--- config.mk ---
export PLATFORM = sky130hd
export DESIGN_NAME = cache_arbiter
export DESIGN_NICKNAME = d
export VERILOG_FILES = /design/src/rtl/cache_arbiter_pkg.sv /design/src/rtl/cache_arbiter_pick.sv /design/src/rtl/cache_arbiter.sv
export SDC_FILE = /design/constraint.sdc
export NUM_CORES = 1
export LEC_CHECK = 0
export ABC_AREA = 1
export BUFFER_PORTS_ARGS = -buffer_cell sky130_fd_sc_hd__buf_2
export CAP_MARGIN = 20
export CORE_AREA = 2 2 544 546
export CTS_BUF_LIST = sky130_fd_sc_hd__clkbuf_2
export CTS_CLUSTER_DIAMETER = 200
export DETAILED_ROUTE_END_ITERATION = 12
export DIE_AREA = 0 0 546 548
export SLEW_MARGIN = 10
export SYNTH_ARGS = -nofsm -noshare
export SYNTH_HDL_FRONTEND = slang
export SYNTH_HIERARCHICAL = 1
export SYNTH_SLANG_ARGS = --single-unit
--- constraint.sdc ---
create_clock -name clk -period 1.5 [get_ports clk]
set_input_delay 0.075 -clock clk [delete_from_list [all_inputs] [get_ports clk]]
set_output_delay 0.075 -clock clk [all_outputs]
set_load 0.005 [all_outputs]
--- src/rtl/cache_arbiter_pkg.sv ---
// rtl/cache_arbiter_pkg.sv - shared state/grant types and default widths for the cache arbiter
package arb_types;
    localparam int CACHELINE_W = 256;
    localparam int ADDR_W      = 32;

    typedef enum logic [1:0] {IDLE, SERVE_I, SERVE_D, RELEASE} arb_state_t;
    typedef enum logic [1:0] {GNT_NONE, GNT_I, GNT_D} arb_grant_t;
endpackage

--- src/rtl/cache_arbiter_pick.sv ---
// rtl/cache_arbiter_pick.sv - combinational winner selector; round-robin when CACHE_ARB_ROUND_ROBIN_EN is defined
module arb_pick
    import arb_types::*;
(
    input  logic       i_req,
    input  logic       d_req,
    input  logic       last_grant,
    output arb_grant_t grant
);

`ifndef CACHE_ARB_ROUND_ROBIN_EN
    logic unused_last_grant;
    assign unused_last_grant = last_grant;
`endif

    // last_grant: 1 means the dcache was served last
    always_comb begin
        grant = GNT_NONE;
        if (i_req && d_req) begin
`ifdef CACHE_ARB_ROUND_ROBIN_EN
            grant = last_grant ? GNT_I : GNT_D;
`else
            grant = GNT_D;
`endif
        end else if (d_req) begin
            grant = GNT_D;
        end else if (i_req) begin
            grant = GNT_I;
        end
    end
endmodule

--- src/rtl/cache_arbiter.sv ---
// rtl/cache_arbiter.sv - shares one cacheline adaptor port between icache and dcache (CACHE_ARB_ROUND_ROBIN_EN selects round-robin)
module cache_arbiter #(
    parameter int LINE_W = arb_types::CACHELINE_W,
    parameter int ADDR_W = arb_types::ADDR_W
) (
    input  logic              clk,
    input  logic              rst,
    input  logic              i_read,
    input  logic [ADDR_W-1:0] i_address,
    output logic [LINE_W-1:0] i_rdata,
    output logic              i_resp,
    input  logic              d_read,
    input  logic              d_write,
    input  logic [ADDR_W-1:0] d_address,
    input  logic [LINE_W-1:0] d_wdata,
    output logic [LINE_W-1:0] d_rdata,
    output logic              d_resp,
    output logic              mem_read,
    output logic              mem_write,
    output logic [ADDR_W-1:0] mem_address,
    output logic [LINE_W-1:0] mem_wdata,
    input  logic [LINE_W-1:0] mem_rdata,
    input  logic              mem_resp
);

    arb_types::arb_state_t state_q, state_d;
    arb_types::arb_grant_t grant_q, grant_d, pick;
    logic              mem_read_q, mem_read_d;
    logic              mem_write_q, mem_write_d;
    logic [ADDR_W-1:0] mem_address_q, mem_address_d;
    logic [LINE_W-1:0] mem_wdata_q, mem_wdata_d;
    logic              last_grant;

`ifdef CACHE_ARB_ROUND_ROBIN_EN
    logic last_grant_q, last_grant_d;
    assign last_grant = last_grant_q;
`else
    assign last_grant = 1'b0;
`endif

    arb_pick u_pick (
        .i_req      (i_read),
        .d_req      (d_read | d_write),
        .last_grant (last_grant),
        .grant      (pick)
    );

    always_comb begin
        state_d       = state_q;
        grant_d       = grant_q;
        mem_read_d    = mem_read_q;
        mem_write_d   = mem_write_q;
        mem_address_d = mem_address_q;
        mem_wdata_d   = mem_wdata_q;
`ifdef CACHE_ARB_ROUND_ROBIN_EN
        last_grant_d  = last_grant_q;
`endif
        case (state_q)
            arb_types::IDLE: begin
                if (pick == arb_types::GNT_D) begin
                    state_d       = arb_types::SERVE_D;
                    grant_d       = arb_types::GNT_D;
                    mem_address_d = d_address;
                    mem_wdata_d   = d_wdata;
                    // read+write together is a protocol error; the writeback wins
                    mem_write_d   = d_write;
                    mem_read_d    = ~d_write;
`ifdef CACHE_ARB_ROUND_ROBIN_EN
                    last_grant_d  = 1'b1;
`endif
                end else if (pick == arb_types::GNT_I) begin
                    state_d       = arb_types::SERVE_I;
                    grant_d       = arb_types::GNT_I;
                    mem_address_d = i_address;
                    mem_wdata_d   = '0;
                    mem_write_d   = 1'b0;
                    mem_read_d    = 1'b1;
`ifdef CACHE_ARB_ROUND_ROBIN_EN
                    last_grant_d  = 1'b0;
`endif
                end
            end
            arb_types::SERVE_I, arb_types::SERVE_D: begin
                if (mem_resp) begin
                    state_d     = arb_types::RELEASE;
                    grant_d     = arb_types::GNT_NONE;
                    mem_read_d  = 1'b0;
                    mem_write_d = 1'b0;
                end
            end
            arb_types::RELEASE: state_d = arb_types::IDLE;
            default:            state_d = arb_types::IDLE;
        endcase
    end

    always_ff @(posedge clk or negedge rst) begin
        if (!rst) begin
            state_q       <= arb_types::IDLE;
            grant_q       <= arb_types::GNT_NONE;
            mem_read_q    <= 1'b0;
            mem_write_q   <= 1'b0;
            mem_address_q <= '0;
            mem_wdata_q   <= '0;
        end else begin
            state_q       <= state_d;
            grant_q       <= grant_d;
            mem_read_q    <= mem_read_d;
            mem_write_q   <= mem_write_d;
            mem_address_q <= mem_address_d;
            mem_wdata_q   <= mem_wdata_d;
        end
    end

`ifdef CACHE_ARB_ROUND_ROBIN_EN
    always_ff @(posedge clk or negedge rst) begin
        if (!rst) last_grant_q <= 1'b0;
        else      last_grant_q <= last_grant_d;
    end
`endif

    // grant is GNT_NONE outside SERVE_x, so stray responses never reach a cache
    assign i_resp      = mem_resp && (grant_q == arb_types::GNT_I);
    assign d_resp      = mem_resp && (grant_q == arb_types::GNT_D);
    assign i_rdata     = mem_rdata;
    assign d_rdata     = mem_rdata;
    assign mem_read    = mem_read_q;
    assign mem_write   = mem_write_q;
    assign mem_address = mem_address_q;
    assign mem_wdata   = mem_wdata_q;
endmodule

---- Word-level counts from Yosys, hierarchy flattened ----
Cells that the tools add are included.
storage, ports and cells
  register bits ........................... 294
  input bits .............................. 582
operators by class
  equality and inequality tests ........... 9
  muxes and demuxes ....................... 20
  bitwise logic cells ..................... 2
  reduce and logical (&&, ||, !) cells .... 10
operator list
  cell                                            number
  2-to-1 mux 256 bit                              2
  2-to-1 mux 32 bit                               2
  2-to-1 mux 2 bit                                6
  == test 2 bit (second input constant)           4
  == test 2 x 1 -> 1 bit (second input constant)  3
  2-to-1 mux 1 bit                                6
  one-hot mux 2 bit (3 select lines)              1
  one-hot mux 1 bit (2 select lines)              2
  one-hot mux 2 bit (2 select lines)              1
  AND reduction 2 bit                             2
  nonzero test 2 bit                              2
  logical AND 1 bit                               3
  inequality test 3 bit (second input constant)   1
  AND reduction 3 bit                             1
  zero test 2 bit                                 1
  inequality test 2 bit (second input constant)   1
  OR reduction 2 bit                              1
  inverter 1 bit                                  1
  bitwise OR 1 bit                                1

---- Logic depth before layout (Yosys ltp) ----
  word-level depth ........................ 7
  gate-level depth with buffers ........... 10
  gate-level depth less buffers ........... 9

---- Hierarchy ----
Netlist, hierarchy kept.
modules (own cells, without submodules)
  module         times used  cells an instance  area an instance (um^2)  seq. area each (um^2)
  cache_arbiter  1           1887               15855.2                  7357.1
  arb_pick       1           3                  11.3                     0.0

---- Least setup slack after synthesis ----
Ideal clock, no wire load.
  path type ............................... input to register
  start point ............................. input d_read
  end point ............................... register mem_address_q[0] (netlist: mem_address[0])
  setup time .............................. 0.124 ns
  data arrival time ....................... 1.559 ns
  data required time ...................... 1.376 ns
  slack ................................... -0.183 ns
  stages .................................. 10
  path buffers ............................ 2
  path through ............................ or2_2 > nor2_1 > inv_1 > ha_1 > nor2_8 > inv_4 > buf_2 > buf_2 > nand2_1 > nand2_1
on the way
  cells in the longest elaborated chain, start to end .. 6
  elaborated cells on any way between the ends .. 9
RTL lines
  what                                                     RTL line                                            source
  start: declaration                                       cache_arbiter.sv:12                                 input logic d_read,
  bitwise OR 1 bit *                                       cache_arbiter.sv:43                                 .d_req (d_read | d_write),
  2-to-1 mux 2 bit or logical AND 1 bit (tied branches)    cache_arbiter_pick.sv:25, cache_arbiter_pick.sv:19
  2-to-1 mux 2 bit *                                       cache_arbiter_pick.sv:19                            if (i_req && d_req) begin
  named net pick[0]                                        cache_arbiter.sv:27                                 arb_types::arb_grant_t grant_q, grant_d, pick;
  == test 2 bit or == test 2 x 1 -> 1 bit (tied branches)  cache_arbiter.sv:60, cache_arbiter.sv:71
  nonzero test 2 bit (no source line)                      n/a
  AND reduction 2 bit (no source line)                     n/a
  end signal: assignment                                   cache_arbiter.sv:109                                mem_address_q <= mem_address_d;
  end: declaration                                         cache_arbiter.sv:30                                 logic [ADDR_W-1:0] mem_address_q, mem_address_d;
The timed path passes the listed nets; every way through them passes the cells marked *.
A chain may end at the register's enable or synchronous reset.

---- Worst setup path after layout ----
  start point ............................. register mem_wdata_q[69] (netlist: mem_wdata[69])
  end point ............................... output mem_wdata[69]
RTL lines
  what                      RTL line              source
  start: declaration        cache_arbiter.sv:31   logic [LINE_W-1:0] mem_wdata_q, mem_wdata_d;
  start signal: assignment  cache_arbiter.sv:110  mem_wdata_q <= mem_wdata_d;
  end: declaration          cache_arbiter.sv:21   output logic [LINE_W-1:0] mem_wdata,
No word-level cell between the ends.

==> impl_results.md <==
- Filler cell count: 32800
- Total Neg Setup Slack: -213.90 ns
- Skew-Pair Late Insertion Delay: 1.51 ns
- Final std cell area, no fill: 0.0381 mm²
- Critical Path Fanout Max: 2
- Worst path arrival time: 2.18 ns
- Maximum VDD drop: 0.770 mV
- Die Ht: 548 µm
- Post-place instance area: 0.0207 mm²
- R2r worst-path depth: 11
- Final setup violation count: 578
- Status: complete, but fails checks
- Vias: 21600
- Fmax: 0.444 GHz
- Crit. End Element: output port
- CTS buffer count: 84
- Routed Antenna Nets: 0
- RSZ-0062 raised after global routing: true
- Worst path cell trace: buf_2
- Routed WL: 203 mm
- Global-route usage over all layers: 0.122
- Final hold viol count: 0
- Crit path from: mem_wdata[69]
- Gp weighted congestion: 0.955
- Post-synthesis average cell area: 8.40 µm²
- Hold_sp: mem_rdata[177]
- H-Tree Level Count: 3
- Largest net degree at the start of global routing: 59
- Drt via density: 2.94
- Slew headroom: 0.531
- Failing checks: setup timing
- Max-Cap Viols: 0
- Power Density: 1530 mW/mm²
- Slowest CP cell: dfrtp_2
- Die Footprint: 0.299 mm²
- Required time worst endpoint: 1.42 ns
- Post-Syn Nets: 2475
- Drt drc: 0
- Post-Syn Area: 0.0159 mm²
- YS warnings: 6
- First-pass GRT wire length: 235 mm
- Die Span X: 546 µm
- Core Footprint: 0.293 mm²
- CP max stage delay: 0.51 ns
- Launching point of the worst reg2reg path: state_q[1]
- Vias in the first global route: 21400
- Row count: 199
- DP HPWL: 143 mm
- Final net count: 3909
- Drt wl/cell: 27.6 µm
- Crit path kind: reg2out
- First-pass iteration count of the detailed router: 9
- Setup slack after layout: -0.751 ns
- WP buf/inv: 1
- CP delay by family, top: flip-flops
- Initial antenna violation count: 45
- Slew Viols, Final: 0
- CTS tree: done
- Worst setup SP type: register
- R2r setup slk: -0.36 ns
- Initial drt markers: 2377
- Hold Path End: d_rdata[177]
- CTS max path bufs: 3
- Clock-pin transition on the worst setup and hold timing paths: 0.15 ns
- Initial Util: 0.0541
- Worst R2R End: mem_wdata[228]
- Lkg Pwr: 17.0 nW
- CTS sink cnt: 294
- Hold-critical path depth: 0
- Layout cells sized above 1: 0.463
- Gate Count Post-Synth: 1889
- Area growth, synth to finish: 140%
- Period utilisation layout: 1.50
- Clock skew: 0.173 ns
- I/O pins: 1386
- Tmin final: 2.25 ns
- Clock Tree Root: clkbuf_2
- Least-Margin Pin Slew: 0.703 ns
- Min-Delay Path Class: in2out
- PortBufs: 617
- Gr ovfl total: 0
## worst max-delay path by stage
| stage | to | slack [ns] | depth (start not counted) |
|---|---|---|---|
| final | mem_wdata[69] | -0.75 | 1 |
| after global routing | mem_wdata[69] | -0.95 | 1 |
| after CTS | mem_wdata[142] | -0.96 | 1 |
| after detailed placement | mem_wdata[77] | -0.48 | 11 |
| after global placement | mem_wdata[131] | -0.48 | 11 |
| after floorplan | mem_address[0] | 0.0004 | 10 |
## flip-flops by register name, indices dropped and copies added (netlist names)
name,count
state_q,2
mem_wdata,256
grant_q,2
mem_address,32
mem_read,1
mem_write,1
## layout by cell type, fill, tap and decap left out, types with 2 or more instances in the layout
cell type and count:
o211ai_1 32, clkbuf_2 115, dlygate4sd3_1 965, nand2_4 77, clkbuf_16 16, ha_1 2, inv_1 41, diode_2 44
buf_2 462, ha_4 2, buf_8 23, buf_4 226, dfrtp_1 265, inv_2 3, nand3_2 122, nand2_2 149
clkinv_2 11, buf_6 164, o21ai_0 2, inv_6 3, nor2_1 5, clkinvlp_4 2, nand3_4 52, clkinv_16 3
nand4_1 2, nand3_1 85, nand2_1 404, buf_12 70, dfrtp_2 29, buf_16 26, clkinv_1 12
## repair_timing
action                                  in CTS  in global routing
pin swaps                                   64                132
hold endpoints to repair                   588                291
gates resized for setup                    465                547
gates cloned                                30                 22
endpoints found under the setup margin     584                597
setup buffers                              106                137
hold buffers                               970                  1
## where the power goes
group | internal (mW) | total [mW] | leakage (nW) | switching (mW)
clock network | 2.33 | 7.17 | 0.574 | 4.84
registers | 11.3 | 14.8 | 3.71 | 3.46
logic | 17.7 | 36.3 | 12.8 | 18.6
## metrics by stage
| step | util | cells | setup WS (ns) | total power [mW] | hold slack, ns |
|---|---|---|---|---|---|
| floorplan | - | 1889 | 0.000398 | 20.5 | -0.221 |
| global placement | 0.0707 | 5918 | -0.478 | 30.6 | 0.0334 |
| detailed placement | 0.0707 | 5918 | -0.482 | 30.6 | 0.0264 |
| CTS | 0.119 | 7168 | -0.956 | 49.7 | -0.00141 |
| global route | 0.130 | 7336 | -0.948 | 60.8 | 0.0687 |
| finish | 0.130 | 7345 | -0.751 | 58.3 | 0.150 |
## metal layers
metal | GRT usage | vias to the layer above | share of wire
met5 | 0.0214 | - | 0.0061
met4 | 0.112 | 36 | 0.11
met3 | 0.147 | 1093 | 0.27
met2 | 0.161 | 2206 | 0.38
met1 | 0.0869 | 9869 | 0.24
li1 | - | 8407 | -
## final cells by class
class / instances / area, µm² / area share
sequential: 294 / 7390 / 0.194
multi-input combinational: 938 / 6270 / 0.164
timing repair inverter: 5 / 113 / 0.00295
clock buffer: 114 / 571 / 0.0150
antenna: 44 / 110 / 0.00289
clock inverter: 31 / 186 / 0.00489
timing repair buffer: 1954 / 18400 / 0.482
tap: 3919 / 4900 / 0.129
inverter: 46 / 206 / 0.00541
No activity file was read; power rests on OpenSTA's default activity.
